## src/rtl/adc_capture_pkg.sv

```systemverilog
// Shared types and helpers for the ADC capture-to-S2MM path.
package adc_capture_pkg;

    localparam int unsigned AXIS_W    = 32;
    localparam logic [3:0]  TKEEP_ALL = 4'hF;

    typedef enum logic [2:0] {
        ST_IDLE    = 3'd0,
        ST_ARMED   = 3'd1,
        ST_CAPTURE = 3'd2,
        ST_FLUSH   = 3'd3,
        ST_DRAIN   = 3'd4
    } cap_state_e;

    // Sign-extend the low w bits of x to 16 bits (w in 1..16).
    function automatic logic [15:0] sext16(input logic [15:0] x, input int unsigned w);
        logic signed [15:0] t;
        t = signed'(x << (16 - w));
        return 16'(t >>> (16 - w));
    endfunction

endpackage

```

## src/rtl/capture_fifo.sv

```systemverilog
// Synchronous first-word-fall-through FIFO with full/empty flags; head entry is presented directly.
module capture_fifo
    import adc_capture_pkg::*;
#(
    parameter int unsigned WIDTH = AXIS_W + 1,
    parameter int unsigned DEPTH = 16
) (
    input  logic             clk_i,
    input  logic             rst_i,
    input  logic             push_i,
    input  logic [WIDTH-1:0] data_i,
    input  logic             pop_i,
    output logic [WIDTH-1:0] data_o,
    output logic             full_o,
    output logic             empty_o
);

    localparam int unsigned AW = $clog2(DEPTH);
    localparam logic [AW:0] PTR_ONE = (AW+1)'(1);

    logic [WIDTH-1:0] mem_q [DEPTH];
    logic [AW:0]      wptr_q, wptr_d;
    logic [AW:0]      rptr_q, rptr_d;
    logic             do_push;
    logic             do_pop;

    assign empty_o = (wptr_q == rptr_q);
    assign full_o  = (wptr_q[AW] != rptr_q[AW]) && (wptr_q[AW-1:0] == rptr_q[AW-1:0]);
    assign do_pop  = pop_i && !empty_o;
    // A pop in the same cycle frees the slot, so a push into a full FIFO is still taken.
    assign do_push = push_i && (!full_o || do_pop);
    assign data_o  = empty_o ? '0 : mem_q[rptr_q[AW-1:0]];

    always_comb begin
        wptr_d = wptr_q;
        rptr_d = rptr_q;
        if (do_push) wptr_d = wptr_q + PTR_ONE;
        if (do_pop)  rptr_d = rptr_q + PTR_ONE;
    end

    always_ff @(posedge clk_i or posedge rst_i) begin
        if (rst_i) begin
            wptr_q <= '0;
            rptr_q <= '0;
        end else begin
            wptr_q <= wptr_d;
            rptr_q <= rptr_d;
        end
    end

    always_ff @(posedge clk_i) begin
        if (do_push) mem_q[wptr_q[AW-1:0]] <= data_i;
    end

endmodule

```

## src/rtl/adc_s2mm_capture_ctrl.sv

```systemverilog
// Triggered ADC capture sequencer feeding an AXI-Stream S2MM DMA through a small FWFT FIFO.
// Build option: define ADC_TEST_PATTERN_EN to replace ADC data with a frame/sample-count pattern.
module adc_s2mm_capture_ctrl
    import adc_capture_pkg::*;
#(
    parameter int unsigned DATA_W     = 14,
    parameter int unsigned LEN_W      = 16,
    parameter int unsigned FIFO_DEPTH = 16
) (
    input  logic              adc_clock,
    input  logic              rst,
    input  logic [DATA_W-1:0] adc_dat_a,
    input  logic [DATA_W-1:0] adc_dat_b,
    input  logic              adc_valid,
    input  logic              arm_i,
    input  logic              abort_i,
    input  logic              sw_trig_i,
    input  logic              ext_trig_i,
    input  logic              trig_sel,
    input  logic [LEN_W-1:0]  frame_len,
    input  logic [7:0]        n_frames,
    output logic [31:0]       m_tdata,
    output logic [3:0]        m_tkeep,
    output logic              m_tlast,
    output logic              m_tvalid,
    input  logic              m_tready,
    output logic              busy_o,
    output logic              done_o,
    output logic              ovf_o,
    output logic [7:0]        frame_cnt_o
);

    localparam logic [LEN_W-1:0] LEN_ONE = LEN_W'(1);

    cap_state_e         state_q, state_d;
    logic [LEN_W-1:0]   len_q, len_d;
    logic [7:0]         nfr_q, nfr_d;
    logic               tsel_q, tsel_d;
    logic [LEN_W-1:0]   cnt_q, cnt_d;
    logic [7:0]         fcnt_q, fcnt_d;
    logic               ovf_q, ovf_d;
    logic               done_q, done_d;
    logic [2:0]         sync_q;

    logic               fifo_push;
    logic [AXIS_W:0]    fifo_din;
    logic [AXIS_W:0]    fifo_dout;
    logic               fifo_full;
    logic               fifo_empty;
    logic               fifo_pop;
    logic               fifo_space;
    logic               ext_edge;
    logic               trig;
    logic               last_smp;
    logic [7:0]         fcnt_inc;
    logic [AXIS_W-1:0]  beat_data;

    assign ext_edge   = sync_q[1] && !sync_q[2];
    assign trig       = tsel_q ? ext_edge : sw_trig_i;
    assign fifo_pop   = !fifo_empty && m_tready;
    assign fifo_space = !fifo_full || fifo_pop;
    assign last_smp   = (cnt_q == len_q - LEN_ONE);
    assign fcnt_inc   = (fcnt_q == 8'hFF) ? fcnt_q : fcnt_q + 8'd1;

`ifdef ADC_TEST_PATTERN_EN
    assign beat_data = {16'hA5A5 ^ {8'h00, fcnt_q}, 16'(cnt_q)};
`else
    assign beat_data = {sext16(16'(adc_dat_b), DATA_W), sext16(16'(adc_dat_a), DATA_W)};
`endif

    always_comb begin
        state_d   = state_q;
        len_d     = len_q;
        nfr_d     = nfr_q;
        tsel_d    = tsel_q;
        cnt_d     = cnt_q;
        fcnt_d    = fcnt_q;
        ovf_d     = ovf_q;
        done_d    = 1'b0;
        fifo_push = 1'b0;
        fifo_din  = '0;
        case (state_q)
            ST_IDLE: begin
                if (arm_i && !abort_i && (frame_len != '0)) begin
                    state_d = ST_ARMED;
                    len_d   = frame_len;
                    nfr_d   = n_frames;
                    tsel_d  = trig_sel;
                    cnt_d   = '0;
                    fcnt_d  = '0;
                    ovf_d   = 1'b0;
                end
            end
            ST_ARMED: begin
                if (abort_i)   state_d = ST_IDLE;
                else if (trig) state_d = ST_CAPTURE;
            end
            ST_CAPTURE: begin
                if (abort_i) begin
                    state_d = (cnt_q == '0) ? ST_DRAIN : ST_FLUSH;
                end else if (adc_valid) begin
                    if (fifo_space) begin
                        fifo_push = 1'b1;
                        fifo_din  = {last_smp, beat_data};
                        if (last_smp) begin
                            cnt_d   = '0;
                            fcnt_d  = fcnt_inc;
                            state_d = ((nfr_q != 8'd0) && (fcnt_inc == nfr_q)) ? ST_DRAIN : ST_ARMED;
                        end else begin
                            cnt_d = cnt_q + LEN_ONE;
                        end
                    end else begin
                        // Dropped samples leave the counter alone so frame length stays exact.
                        ovf_d = 1'b1;
                    end
                end
            end
            ST_FLUSH: begin
                if (fifo_space) begin
                    fifo_push = 1'b1;
                    fifo_din  = {1'b1, {AXIS_W{1'b0}}};
                    state_d   = ST_DRAIN;
                end
            end
            ST_DRAIN: begin
                if (fifo_empty) begin
                    done_d  = 1'b1;
                    state_d = ST_IDLE;
                end
            end
            default: state_d = ST_IDLE;
        endcase
    end

    always_ff @(posedge adc_clock or posedge rst) begin
        if (rst) begin
            state_q <= ST_IDLE;
            len_q   <= '0;
            nfr_q   <= '0;
            tsel_q  <= 1'b0;
            cnt_q   <= '0;
            fcnt_q  <= '0;
            ovf_q   <= 1'b0;
            done_q  <= 1'b0;
            sync_q  <= '0;
        end else begin
            state_q <= state_d;
            len_q   <= len_d;
            nfr_q   <= nfr_d;
            tsel_q  <= tsel_d;
            cnt_q   <= cnt_d;
            fcnt_q  <= fcnt_d;
            ovf_q   <= ovf_d;
            done_q  <= done_d;
            sync_q  <= {sync_q[1:0], ext_trig_i};
        end
    end

    capture_fifo #(
        .WIDTH (AXIS_W + 1),
        .DEPTH (FIFO_DEPTH)
    ) u_fifo (
        .clk_i   (adc_clock),
        .rst_i   (rst),
        .push_i  (fifo_push),
        .data_i  (fifo_din),
        .pop_i   (fifo_pop),
        .data_o  (fifo_dout),
        .full_o  (fifo_full),
        .empty_o (fifo_empty)
    );

    assign m_tdata     = fifo_dout[AXIS_W-1:0];
    assign m_tlast     = fifo_dout[AXIS_W];
    assign m_tvalid    = !fifo_empty;
    assign m_tkeep     = TKEEP_ALL;
    assign busy_o      = (state_q != ST_IDLE);
    assign done_o      = done_q;
    assign ovf_o       = ovf_q;
    assign frame_cnt_o = fcnt_q;

endmodule
```

## config.mk

```make
export PLATFORM = sky130hd
export DESIGN_NAME = adc_s2mm_capture_ctrl
export DESIGN_NICKNAME = d
export VERILOG_FILES = /design/src/rtl/adc_capture_pkg.sv /design/src/rtl/capture_fifo.sv /design/src/rtl/adc_s2mm_capture_ctrl.sv
export SDC_FILE = /design/constraint.sdc
export NUM_CORES = 1
export LEC_CHECK = 0
export BUFFER_PORTS_ARGS = -buffer_cell sky130_fd_sc_hd__buf_2
export CAP_MARGIN = 20
export CORE_MARGIN = 4
export CORE_UTILIZATION = 60
export CTS_BUF_LIST = sky130_fd_sc_hd__clkbuf_4 sky130_fd_sc_hd__clkbuf_8
export DETAILED_ROUTE_END_ITERATION = 10
export GPL_ROUTABILITY_DRIVEN = 0
export PLACE_DENSITY = 0.79
export REMOVE_ABC_BUFFERS = 1
export SLEW_MARGIN = 40
export SYNTH_ARGS = -nofsm -noshare
export SYNTH_HDL_FRONTEND = slang
export SYNTH_HIERARCHICAL = 1
export SYNTH_SLANG_ARGS = --single-unit
```

## constraint.sdc

```tcl
create_clock -name adc_clock -period 7.2 [get_ports adc_clock]
set_clock_uncertainty 0.2 [all_clocks]
set_input_delay 1.08 -clock adc_clock [delete_from_list [all_inputs] [get_ports adc_clock]]
set_output_delay 1.08 -clock adc_clock [all_outputs]
set_load 0.03 [all_outputs]
```

Word level (Yosys, flattened, before mapping)

Memories as Yosys holds them, arrays and structs flattened.
Index checks and enable logic that the tools add are counted.

Memories kept: 1
Bits in writable memories: 528
Register bits after elaboration: 67
Logic and storage cells: 109
Bits of input ports: 61

Memories:

| name         | depth | width | read ports | clocked after Yosys merged registers in | wr ports | RTL line           | RTL |
|---|---|---|---|---|---|---|---|
| u_fifo.mem_q | 16    | 33    | 1          | 0                                       | 1        | capture_fifo.sv:21 | `logic [WIDTH-1:0] mem_q [DEPTH];` |

Eq/ne operators: 22
Add/subtract/negate cells: 5
Mux-type cells: 45
Reduce and logical (&&, ||, !) cells: 25

Operator list:

| kind                                               | number |
|---|---|
| 2-to-1 mux 33 bit                                  | 5 |
| 2-to-1 mux 16 bit                                  | 5 |
| one-hot mux 33 bit (2 select lines)                | 1 |
| 2-to-1 mux 8 bit                                   | 6 |
| 2-to-1 mux 3 bit                                   | 11 |
| one-hot mux 16 bit (2 select lines)                | 1 |
| adder 16 x 1 -> 16 bit, second input constant      | 1 |
| equality test 16 bit                               | 1 |
| zero test 16 bit                                   | 1 |
| one-hot mux 8 bit (2 select lines)                 | 1 |
| nonzero test 16 bit                                | 1 |
| subtractor 16 x 1 -> 16 bit, second input constant | 1 |
| one-hot mux 3 bit (5 select lines)                 | 1 |
| inequality test 2 bit, second input constant       | 7 |
| 2-to-1 mux 1 bit                                   | 12 |
| inequality test 3 bit, second input constant       | 4 |
| adder 5 x 1 -> 5 bit, second input constant        | 2 |
| AND reduction 5 bit                                | 2 |
| adder 8 x 1 -> 8 bit, second input constant        | 1 |
| equality test 8 bit                                | 1 |
| equality test 8 bit, second input constant         | 1 |
| logical AND 1 bit                                  | 8 |
| nonzero test 8 bit                                 | 1 |
| AND reduction 7 bit                                | 1 |
| 15 further kinds                                   | 21 |

Depth between registers and ports, before layout

Gate-level depths: netlist (run 1).

Depth in word-level cells: 11
Gate-level depth with buffers: 14

Modules after synthesis

The synthesis (run 1) kept the hierarchy.

Modules (own cells, without submodules):

| module                | instances | cells an instance | area each (um^2) | sequential area each (um^2) |
|---|---|---|---|---|
| capture_fifo          | 1         | 882               | 20485.9          | 16105.4 |
| adc_s2mm_capture_ctrl | 1         | 407               | 3668.5           | 1426.4 |

Worst setup path before layout (run 1)

No wires, ideal clock.

Path type: input to register
Start: input port abort_i
End: memory u_fifo/mem_q[3][0] (netlist name) (enable)
Data arrival time: 4.756 ns
Setup slack: 1.780 ns
Stages on the path: 7
Path buffers: 1
Cells stage by stage: clkbuf_1 > nand2b_1 > a41oi_1 > a22oi_1 > a211oi_1 > o311ai_4 > nor3_1

Cells in the longest elaborated chain, start to end: 5

Ends and longest elaborated chain:

| item                                   | RTL line                    | RTL |
|---|---|---|
| from (decl)                            | adc_s2mm_capture_ctrl.sv:16 | `input logic abort_i,` |
| 2-to-1 mux 1 bit                       | adc_s2mm_capture_ctrl.sv:99 | `if (abort_i) begin` |
| one-hot mux 1 bit (2 select lines)     | adc_s2mm_capture_ctrl.sv:82 | `case (state_q)` |
| named net fifo_push                    | adc_s2mm_capture_ctrl.sv:45 | `logic fifo_push;` |
| logical AND 1 bit                      | capture_fifo.sv:31          | `assign do_push = push_i && (!full_o \|\| do_pop);` |
| 2-to-1 mux 1 bit                       | capture_fifo.sv:52          | `if (do_push) mem_q[wptr_q[AW-1:0]] <= data_i;` |
| 2-to-1 mux 1 bit (implied by the code) | capture_fifo.sv:52          |  |
| to (decl)                              | capture_fifo.sv:21          |  |

The timed path passes the listed nets, and every way through them passes these cells.

Worst setup path after layout (run 1)

Start: register u_fifo.rptr_q[0]
End: output port m_tdata[27]

Cells in the longest elaborated chain, start to end: 2

Ends and longest elaborated chain:

| item                                                        | RTL line                    | RTL |
|---|---|---|
| from (decl)                                                 | capture_fifo.sv:23          | `logic [AW:0] rptr_q, rptr_d;` |
| from (signal assigned)                                      | capture_fifo.sv:47          | `rptr_q <= rptr_d;` |
| memory (16 x 33 bit) or equality test 5 bit (tied branches) | -                           |  |
| 2-to-1 mux 33 bit (*)                                       | capture_fifo.sv:32          | `assign data_o = empty_o ? '0 : mem_q[rptr_q[AW-1:0]];` |
| to (decl)                                                   | adc_s2mm_capture_ctrl.sv:22 | `output logic [31:0] m_tdata,` |

Every way passes the cells marked *; elsewhere a longest branch is shown, timed or not.

==> results of run 1 <==
## routing by layer
metal | wire length (um) | global-route usage (%) | up-vias
li1 | - | - | 5522
met1 | 19500 | 31.6 | 6596
met2 | 25500 | 37.6 | 541
met3 | 3630 | 4.40 | 72
met4 | 979 | 7.45 | 0
met5 | 0 | 0 | -
## metrics by stage
stage | total power [W] | hold slack [ns]
6_report | 0.00998 | 0.169
5_1_grt | 0.0105 | 0.179
4_1_cts | 0.0101 | 0.172
3_5_place_dp | 0.00743 | 0.156
3_3_place_gp | 0.00729 | 0.140
2_1_floorplan | 0.00668 | 0.131
## state kept, by name, indices dropped and copies added, names as in the netlist
| signal | count |
|---|---|
| u_fifo/mem_q | 528 |
| cnt_q | 16 |
| len_q | 16 |
| frame_cnt_o | 8 |
| nfr_q | 8 |
| u_fifo/rptr_q | 5 |
| u_fifo/wptr_q | 5 |
| state_q | 3 |
| sync_q | 3 |
| done_o | 1 |
| ovf_o | 1 |
| tsel_q | 1 |
## area by class of cell
type,count,share of cell area (%)
multi-input cells,599,23.2
clock buffers,122,5.55
well taps,525,2.43
clock inverters,38,0.816
inverters,22,0.306
flip-flops and latches,595,65.0
repair buffers,124,2.71
## how the worst max path moves through the flow
| stage | startpoint | end | slack (ns) | cells after the start |
|---|---|---|---|---|
| detailed placement | abort_i | u_fifo/mem_q[4][32] | 2.59 | 8 |
| CTS | u_fifo/rptr_q[0] | m_tdata[10] | 2.17 | 6 |
| floorplan | u_fifo/rptr_q[0] | u_fifo/mem_q[3][0] | -2.93 | 9 |
| finish | u_fifo/rptr_q[0] | m_tdata[27] | 2.34 | 6 |
| global route | u_fifo/rptr_q[0] | m_tdata[25] | 2.03 | 6 |
| global placement | abort_i | u_fifo/mem_q[5][10] | 2.67 | 7 |
## synth_stat cells, types with 9 or more instances
cell,number
nor4_1,12
xnor2_1,36
buf_2,24
xor2_1,15
nand2_1,26
nor2_1,28
mux2_2,27
a21oi_1,54
nand3_1,16
o21ai_0,16
nand4_1,9
nor3_1,18
clkbuf_1,36
ha_1,9
a31oi_1,9
dfrtp_1,67
inv_1,22
edfxtp_1,528
nor2b_1,10
and3_1,19
a22oi_1,67
and2_1,32
mux4_2,132
## critical path: stages (launching register included)
cell,delay [ns]
dfrtp_4,0.79
buf_12,0.40
buf_16,0.42
mux4_2,0.56
a22oi_1,0.36
a21oi_1,0.12
buf_2,0.21
## power groups by stage
stage	Clock, W	Combinational (W)	Sequential, W
floorplan	0	0.00226	0.00442
global placement	0	0.00299	0.00430
detailed placement	0	0.00312	0.00431
CTS	0.00270	0.00313	0.00424
global route	0.00287	0.00330	0.00427
finish	0.00264	0.00310	0.00424
## cells by family after synthesis
logic type,share of synthesized area [%]
and+or+nand+nor,4.69
buffers and inverters,2.02
other,0.0155
muxes,13.6
DFF,72.6
AOI/OAI and AO/OA,4.76
adders and majority gates,0.466
xor gates and xnor gates,1.85
==> run summary, run 1 <==
Worst min path class -> reg2reg
First-pass GRT wire length -> 76.9 mm
# hold bufs at CTS -> 0
Critical path peak fanout -> 63
Total GRT Usage -> 22.9%
PwrDens -> 370 mW/mm2
Starting density of the core -> 60.8%
Combinational Power Share -> 31.1%
Internal Power -> 0.00666 W
Final setup fails -> 0
Sequential power share -> 42.5%
Final core utilization -> 68.0%
DR vias/cell -> 6.29
Status -> completed
Routed Antenna Nets -> 0
Slew Limit Fails -> 0
WL per Instance -> 24.5 um
Final period util -> 67.5%
Reg2reg setup slack -> 3.15 ns
CP arrival -> 3.58 ns
CTS tree -> done
Num ports -> 110
Seq. cell area -> 0.0175 mm2
Inst Count DP -> 1865
DP Wirelength -> 28.4 mm
Hold EP -> sync_q[1]
# clock sinks -> 595
Worst endpoint required time -> 5.92 ns
Vias in the first global route -> 13.4k
Die Ht -> 209 um
Setup crit start kind -> register
Fillers -> 2481
Top-area cell type share of the netlist area -> 65.6%
Multi-input logic area -> 0.00627 mm2
ANT cells -> 0
H-tree levels -> 3
Fin cells -> 2025
Critical R2R Capture -> u_fifo/mem_q[6][1]
Syn Inst Count -> 1289
Proportion of layout cells with a drive suffix above 1 -> 30.1%
Fin area -> 0.0270 mm2
Post-cts resize count -> 0
Area leader, netlist -> edfxtp_1
Hold Crit Depth -> 0
Async SR Flop Fraction -> 11.3%
Placed inst area -> 0.0253 mm2
EDFF count, synth -> 528
Gr ovfl total -> 0
Switch share -> 33.3%
Synth cell types -> 61
Highest Clock Rate -> 0.206 GHz
Most frequent cells in the layout -> 528 x edfxtp_1, 132 x mux4_2, 105 x buf_2
CP Class -> reg2out
Pre-Repair DR Iteration Count -> 5
Final nets -> 1501
Clk pwr share -> 26.5%
Area Growth Syn to Fin -> 11.8%
# DRC -> 0
Sequential area share after synthesis -> 72.6%
Longest Clk Path Bufs -> 3
Initial antenna violation count -> 0
Synthesized flop and latch total -> 595
Area contributors post-synth -> edfxtp_1 66%, mux4_2 12%, dfrtp_1 6.9%
Clock latency on the worst-skew pair -> 0.65 ns
RSZ-0062 raised after global routing -> false
DR vias -> 12.7k
Top FF cell, synth -> edfxtp_1
Placement Setup Slack -> 2.59 ns
Commonest non-fill, non-tap cell in the layout -> edfxtp_1
I/O Buffers -> 105
Post-Syn Area -> 0.0242 mm2
Leakage -> 9.44 nW
Max cap viols -> 0
Final WS setup -> 2.34 ns
Largest net degree at the start of global routing -> 64
Crit. End Element -> primary output
DR iter-0 viols -> 1058
Final Hold Fails -> 0
Clock root buffer -> clkbuf_8
Clock-pin transition on the worst setup and hold timing paths -> 0.06 ns
Net Sw Power -> 0.00333 W
Reg2reg path depth -> 9
# rows -> 73
Synth warn -> 6
Slew @ Worst Pin -> 0.725 ns
Setup TNS -> 0 ns
Min-delay src -> sync_q[0]
Peak supply drop -> 270 uV
Rel. slew slack -> 51.4%
Routed WL -> 49.6 mm
Die X -> 209 um
Reg-to-Reg Start -> u_fifo/rptr_q[0]
Post-CTS Setup Inserts -> 0
Min Tclk post-route -> 4.86 ns
Inserted Clock Buffers -> 89
Total core area -> 0.0397 mm2
Total die area -> 0.0435 mm2
Avg Synthesized Cell Area -> 18.7 um2
No activity file was read; power rests on OpenSTA's default activity.
==> inputs of run 2 (changes only) <==
--- a/config.mk
+++ b/config.mk
@@ -8,11 +8,11 @@
 export BUFFER_PORTS_ARGS = -buffer_cell sky130_fd_sc_hd__buf_2
 export CAP_MARGIN = 20
 export CORE_MARGIN = 4
-export CORE_UTILIZATION = 60
+export CORE_UTILIZATION = 58
 export CTS_BUF_LIST = sky130_fd_sc_hd__clkbuf_4 sky130_fd_sc_hd__clkbuf_8
 export DETAILED_ROUTE_END_ITERATION = 10
 export GPL_ROUTABILITY_DRIVEN = 0
-export PLACE_DENSITY = 0.79
+export PLACE_DENSITY = 0.8
 export REMOVE_ABC_BUFFERS = 1
 export SLEW_MARGIN = 40
 export SYNTH_ARGS = -nofsm -noshare
==> constraint.sdc (replaced) <==
create_clock -name adc_clock -period 4.2 [get_ports adc_clock]
set_clock_uncertainty 0.2 [all_clocks]
set_input_delay 0.63 -clock adc_clock [delete_from_list [all_inputs] [get_ports adc_clock]]
set_output_delay 0.63 -clock adc_clock [all_outputs]
set_load 0.03 [all_outputs]
==> run 2 against run 1 <==
Compared with the run above:
- sequential power up 68%
- sequential share of layout area down 1.2 points
- critical endpoint is now m_tdata[16]
- combinational power up 86%
- utilization down 0.86 points
- die area up 3.3%
- final area up 1.9%
- wire length up 8.2%
- clock power up 73%
==> run summary, run 2 (same netlist as run 1, synthesis figures left out) <==
Status -> completed (unchanged)
Worst min path class -> in2reg (was reg2reg)
Sequential power share -> 40.7% (was 42.5%)
CP Class -> reg2out (unchanged)
# rows -> 74 (was 73)
Highest Clock Rate -> 0.260 GHz
CP max stage delay -> 0.57 ns (was 0.79 ns)
Largest net degree at the start of global routing -> 136 (was 64)
Max cap viols -> 0 (unchanged)
Most frequent cells in the layout -> 528 x edfxtp_1, 132 x mux4_2, 105 x buf_2 (unchanged)
Inserted Clock Buffers -> 90 (was 89)
DR iter-0 viols -> 1451 (was 1058)
Worst endpoint required time -> 3.37 ns (was 5.92 ns)
Final Hold Fails -> 0 (unchanged)
# clock sinks -> 595 (unchanged)
Final hold slack -> 0.0402 ns (was 0.169 ns)
Die X -> 212 um (was 209 um)
Post-cts resize count -> 0 (unchanged)
DP Wirelength -> 33.1 mm (was 28.4 mm)
Top delay family on crit path -> buffers and inverters (unchanged)
Combinational Power Share -> 33.1% (was 31.1%)
Min Tclk post-route -> 3.85 ns
Final period util -> 91.6%
Switch share -> 34.0% (was 33.3%)
Peak supply drop -> 529 uV (was 270 uV)
Fillers -> 2551 (was 2481)
DR vias -> 13.2k (was 12.7k)
# DRC -> 0 (unchanged)
Setup crit start kind -> register (unchanged)
Rel. slew slack -> 41.6% (was 51.4%)
Net Sw Power -> 0.00593 W (was 0.00333 W)
Area Growth Syn to Fin -> 13.9% (was 11.8%)
Total GRT Usage -> 24.0% (was 22.9%)
Placed inst area -> 0.0256 mm2 (was 0.0253 mm2)
Placement Setup Slack -> 0.442 ns (was 2.59 ns)
Worst path slowest cell -> buf_12 (was dfrtp_4)
H-tree levels -> 3 (unchanged)
Internal Power -> 0.0115 W (was 0.00666 W)
Final nets -> 1548 (was 1501)
Proportion of layout cells with a drive suffix above 1 -> 31.3% (was 30.1%)
Final setup fails -> 0 (unchanged)
Clk pwr share -> 26.2% (was 26.5%)
Critical path peak fanout -> 135 (was 63)
ANT cells -> 0 (unchanged)
Routed Antenna Nets -> 0 (unchanged)
Setup TNS -> 0 ns (unchanged)
Starting density of the core -> 58.9% (was 60.8%)
Clock root buffer -> clkbuf_8 (unchanged)
Total die area -> 0.0450 mm2 (was 0.0435 mm2)
RSZ-0062 raised after global routing -> false (unchanged)
PwrDens -> 635 mW/mm2 (was 370 mW/mm2)
Leakage -> 9.74 nW (was 9.44 nW)
WL per Instance -> 25.8 um (was 24.5 um)
Routed WL -> 53.7 mm (was 49.6 mm)
CTS tree -> done (unchanged)
First-pass GRT wire length -> 80.8 mm (was 76.9 mm)
Slew @ Worst Pin -> 0.875 ns (was 0.725 ns)
Commonest non-fill, non-tap cell in the layout -> edfxtp_1 (unchanged)
Worst-path cell chain -> buf_12 > mux4_2 > a22oi_1 > a21oi_1 > buf_2 (was buf_12 > buf_16 > mux4_2 > a22oi_1 > a21oi_1 > buf_2)
Die Ht -> 212 um (was 209 um)
Pre-Repair DR Iteration Count -> 5 (unchanged)
Num ports -> 110 (unchanged)
Slew Limit Fails -> 0 (unchanged)
Initial antenna violation count -> 1 (was 0)
Count of buffer and inverter cells on the critical path -> 2 (was 3)
Gr ovfl total -> 0 (unchanged)
CP arrival -> 3.02 ns (was 3.58 ns)
I/O Buffers -> 105 (unchanged)
DR vias/cell -> 6.33 (was 6.29)
Max reg flops -> 528 (unchanged)
Total core area -> 0.0410 mm2 (was 0.0397 mm2)
Final core utilization -> 67.1% (was 68.0%)
Longest Clk Path Bufs -> 3 (unchanged)
Final WS setup -> 0.353 ns (was 2.34 ns)
Clock latency on the worst-skew pair -> 0.65 ns (about the same)
Fin area -> 0.0275 mm2 (was 0.0270 mm2)
Vias in the first global route -> 13.5k (was 13.4k)
Clock-pin transition on the worst setup and hold timing paths -> 0.06 ns (about the same)
Crit. End Element -> primary output (unchanged)
## run 2: cell count changes in the layout (fill, tap and decap cells not counted), sizes merged
| cell | delta |
|---|---|
| clkinv | -1 |
| clkbuf | +7 |
| buf | +30 |
| bufinv | -1 |
| dlygate4sd3 | +16 |
| inv | -5 |
| clkinvlp | +1 |
## run 2: worst reg2reg max path: cells and delay by family (launching register included)
family / cells / cell delay, ns
AO/OA/AOI/OAI: 3 / 0.98
buffers and inverters: 2 / 0.49
flip-flops: 1 / 0.56
AND/OR/NAND/NOR: 3 / 1.03
## run 2: area by class of cell
class | instances | area (um2) | share of cell area, %
Sequential cell | 595 | 17500 | 63.7
Multi-Input combinational cell | 599 | 6220 | 22.6
Clock buffer | 129 | 1590 | 5.77
Tap cell | 532 | 666 | 2.42
Clock inverter | 32 | 158 | 0.573
Timing Repair Buffer | 170 | 1260 | 4.59
Inverter | 22 | 83.8 | 0.305
## run 2: stage by stage
step / power, W / cells
6_report: 0.0175 / 2079
5_1_grt: 0.0183 / 2079
2_1_floorplan: 0.0112 / 1216
3_3_place_gp: 0.0128 / 1894
4_1_cts: 0.0175 / 2076
3_5_place_dp: 0.0130 / 1901
## run 2: path summary, 6_finish.rpt
kind / startpoint / end / slack, ns / cells after the start
setup / recovery: u_fifo/rptr_q[1] / m_tdata[16] / 0.35 / 5
max in group asynchronous: rst / sync_q[2] / 2.64 / 4
hold reg to reg: sync_q[0] / sync_q[1] / 0.15 / 0
min in group asynchronous: rst / u_fifo/wptr_q[0] / 0.35 / 3
setup reg to reg: state_q[1] / u_fifo/mem_q[12][12] / 0.61 / 8
hold / removal: frame_len[9] / len_q[9] / 0.04 / 2
## run 2: metal layers
metal / vias to the layer above / track usage [%] / part of all wire, %
met3: 92 / 5.68 / 9.6
met5: - / 0 / 0.024
li1: 5615 / - / -
met2: 681 / 37.7 / 49
met4: 2 / 7.67 / 2.3
met1: 6780 / 34.0 / 39
## run 2: power groups by stage
stage	clock (W)	combinational, W	sequential (W)
detailed placement	0	0.00573	0.00723
global route	0.00497	0.00614	0.00715
floorplan	0	0.00371	0.00754
CTS	0.00465	0.00576	0.00711
global placement	0	0.00559	0.00720
finish	0.00457	0.00578	0.00712
## run 2: what timing repair did
action / in CTS / in global routing
hold buffers: 14 / 2
endpoints found under the hold margin: 58 / 2
setup buffers: 0 / 0
setup endpoints to repair: 0 / 0
==> inputs of run 3 (changes only) <==
--- a/config.mk
+++ b/config.mk
@@ -8,11 +8,10 @@
 export BUFFER_PORTS_ARGS = -buffer_cell sky130_fd_sc_hd__buf_2
 export CAP_MARGIN = 20
 export CORE_MARGIN = 4
-export CORE_UTILIZATION = 58
-export CTS_BUF_LIST = sky130_fd_sc_hd__clkbuf_4 sky130_fd_sc_hd__clkbuf_8
+export CORE_UTILIZATION = 56
 export DETAILED_ROUTE_END_ITERATION = 10
 export GPL_ROUTABILITY_DRIVEN = 0
-export PLACE_DENSITY = 0.8
+export PLACE_DENSITY = 0.78
 export REMOVE_ABC_BUFFERS = 1
 export SLEW_MARGIN = 40
 export SYNTH_ARGS = -nofsm -noshare
==> run 3 against run 2 <==
Compared with the run above:
- fmax fell by 2.5%
- flip-flop and latch count did not move
- count of clock-buffer cells in the layout fell by 60
- non-clock buffer count fell by 36
- wire length rose by 0.39%
==> run summary, run 3 (same netlist as run 1, synthesis figures left out) <==
Status -> completed (unchanged)
Design Power -> 0.0177 W (was 0.0175 W)
Post-CTS Setup Inserts -> 0 (unchanged)
Largest net degree at the start of global routing -> 136 (unchanged)
Initial antenna violation count -> 1 (unchanged)
Final nets -> 1479 (was 1548)
Rel. slew slack -> 42.5% (was 41.6%)
Die X -> 216 um (was 212 um)
Inserted Clock Buffers -> 57 (was 90)
Placement Setup Slack -> 0.327 ns (was 0.442 ns)
Die Ht -> 216 um (was 212 um)
DR iter-0 viols -> 1379 (was 1451)
Total GRT Usage -> 23.4% (was 24.0%)
Peak supply drop -> 459 uV (was 529 uV)
Vias in the first global route -> 13.5k (about the same)
Worst endpoint required time -> 3.37 ns (about the same)
Worst-path cell chain -> buf_12 > buf_16 > mux4_2 > a22oi_1 > a21oi_1 > buf_2 (was buf_12 > mux4_2 > a22oi_1 > a21oi_1 > buf_2)
Reg-to-Reg Start -> state_q[0] (was state_q[1])
Final setup fails -> 0 (unchanged)
Most Crowded Layer GR -> met2 (unchanged)
Final Hold Fails -> 0 (unchanged)
CP Class -> reg2out (unchanged)
Longest Clk Path Bufs -> 3 (unchanged)
Total die area -> 0.0465 mm2 (was 0.0450 mm2)
Starting density of the core -> 57.1% (was 58.9%)
Commonest non-fill, non-tap cell in the layout -> edfxtp_1 (unchanged)
Clock latency on the worst-skew pair -> 0.61 ns (was 0.65 ns)
Post-cts resize count -> 0 (unchanged)
Max reg flops -> 528 (unchanged)
Met3 Track Usage GR -> 5.32% (was 5.68%)
Final WS setup -> 0.254 ns (was 0.353 ns)
Worst min path class -> in2reg (unchanged)
Crit path launch -> u_fifo/rptr_q[0] (was u_fifo/rptr_q[1])
Top delay family on crit path -> buffers and inverters (unchanged)
WL per Instance -> 26.5 um (was 25.8 um)
WP depth -> 6 (was 5)
Count of buffer and inverter cells on the critical path -> 3 (was 2)
Slew Limit Fails -> 0 (unchanged)
Highest Clock Rate -> 0.253 GHz (was 0.260 GHz)
Max cap viols -> 0 (unchanged)
Critical path peak fanout -> 67 (was 135)
CTS tree -> done (unchanged)
Met1 Use GR -> 31.8% (was 34.0%)
Reg2reg path depth -> 7 (was 8)
DR vias/cell -> 6.30 (was 6.33)
Gr ovfl total -> 0 (unchanged)
Met2 GRT Util -> 38.3% (was 37.7%)
Routed WL -> 53.9 mm (was 53.7 mm)
Slew @ Worst Pin -> 0.862 ns (was 0.875 ns)
Crit. End Element -> primary output (unchanged)
CP max stage delay -> 0.62 ns (was 0.57 ns)
Setup crit start kind -> register (unchanged)
Reg2reg setup slack -> 0.54 ns (was 0.61 ns)
# rows -> 75 (was 74)
Fin cells -> 2035 (was 2079)
PwrDens -> 650 mW/mm2 (was 635 mW/mm2)
Final hold slack -> 0.0530 ns (was 0.0402 ns)
Proportion of layout cells with a drive suffix above 1 -> 27.5% (was 31.3%)
Most frequent cells in the layout -> 528 x edfxtp_1, 132 x mux4_2, 105 x buf_2 (unchanged)
CP arrival -> 3.12 ns (was 3.02 ns)
Worst path slowest cell -> mux4_2 (was buf_12)
Pre-Repair DR Iteration Count -> 5 (unchanged)
H-tree levels -> 2 (was 3)
I/O Buffers -> 105 (unchanged)
Worst setup path end -> m_tdata[30] (was m_tdata[16])
Area Growth Syn to Fin -> 12.9% (was 13.9%)
Critical R2R Capture -> u_fifo/mem_q[6][1] (was u_fifo/mem_q[12][12])
Num ports -> 110 (unchanged)
Clock root buffer -> clkbuf_16 (was clkbuf_8)
DP Wirelength -> 30.2 mm (was 33.1 mm)
Inst Count DP -> 1924 (was 1901)
# clock sinks -> 595 (unchanged)
DR vias -> 12.8k (was 13.2k)
Min Tclk post-route -> 3.95 ns (was 3.85 ns)
RSZ-0062 raised after global routing -> false (unchanged)
ANT cells -> 0 (unchanged)
Routed Antenna Nets -> 0 (unchanged)
# DRC -> 0 (unchanged)
Leakage -> 9.46 nW (was 9.74 nW)
Final period util -> 93.9% (was 91.6%)
First-pass GRT wire length -> 82.8 mm (was 80.8 mm)
Total core area -> 0.0423 mm2 (was 0.0410 mm2)
Clock-pin transition on the worst setup and hold timing paths -> 0.06 ns (about the same)
-- run 3: changes by cell type in the layout (fill, tap and decap cells not counted), sizes merged --
cell	delta
clkbuf	-60
buf	-22
dlygate4sd3	-14
bufinv	+5
clkinvlp	+1
inv	+1
-- run 3: metrics by stage --
step                      util, %  setup TNS (ns)  area (um2)
after global routing         64.4               0       27300
final                        64.4               0       27300
after CTS                    64.4               0       27200
after detailed placement     60.0               0       25400
after global placement       59.8               0       25300
after floorplan                 -        -5246.31       23800
-- run 3: what timing repair did --
action	in CTS	in global routing
endpoints found under the setup margin	0	0
endpoints found under the hold margin	44	0
hold buffers	2	0
-- run 3: routing by layer --
metal | vias up | share of wire, %
met2 | 619 | 50
met5 | - | 0.024
li1 | 5470 | -
met4 | 2 | 3.1
met1 | 6630 | 38
met3 | 103 | 8.2
-- run 3: worst min-delay path by stage --
stage,endpoint,from,cells past startpoint
2_1_floorplan,sync_q[1],sync_q[0],0
3_5_place_dp,sync_q[1],sync_q[0],0
6_report,nfr_q[7],n_frames[7],2
3_3_place_gp,sync_q[1],sync_q[0],0
4_1_cts,nfr_q[3],n_frames[3],2
5_1_grt,nfr_q[7],n_frames[7],2
-- run 3: report_power, final --
part	total (W)	leakage (nW)	switching (W)	internal [W]
sequential	0.00710	6.00	0.000316	0.00678
combinational	0.00564	2.59	0.00337	0.00226
clock	0.00499	0.880	0.00217	0.00282
-- run 3: layout make-up --
| class | instances | area (um2) |
|---|---|---|
| flip-flops and latches | 595 | 17500 |
| fillers | 2781 | 15100 |
| multi-input cells | 599 | 6270 |
| clock buffers | 69 | 1480 |
| repair buffers | 134 | 832 |
| well taps | 577 | 722 |
| clock inverters | 39 | 339 |
| inverters | 22 | 82.6 |
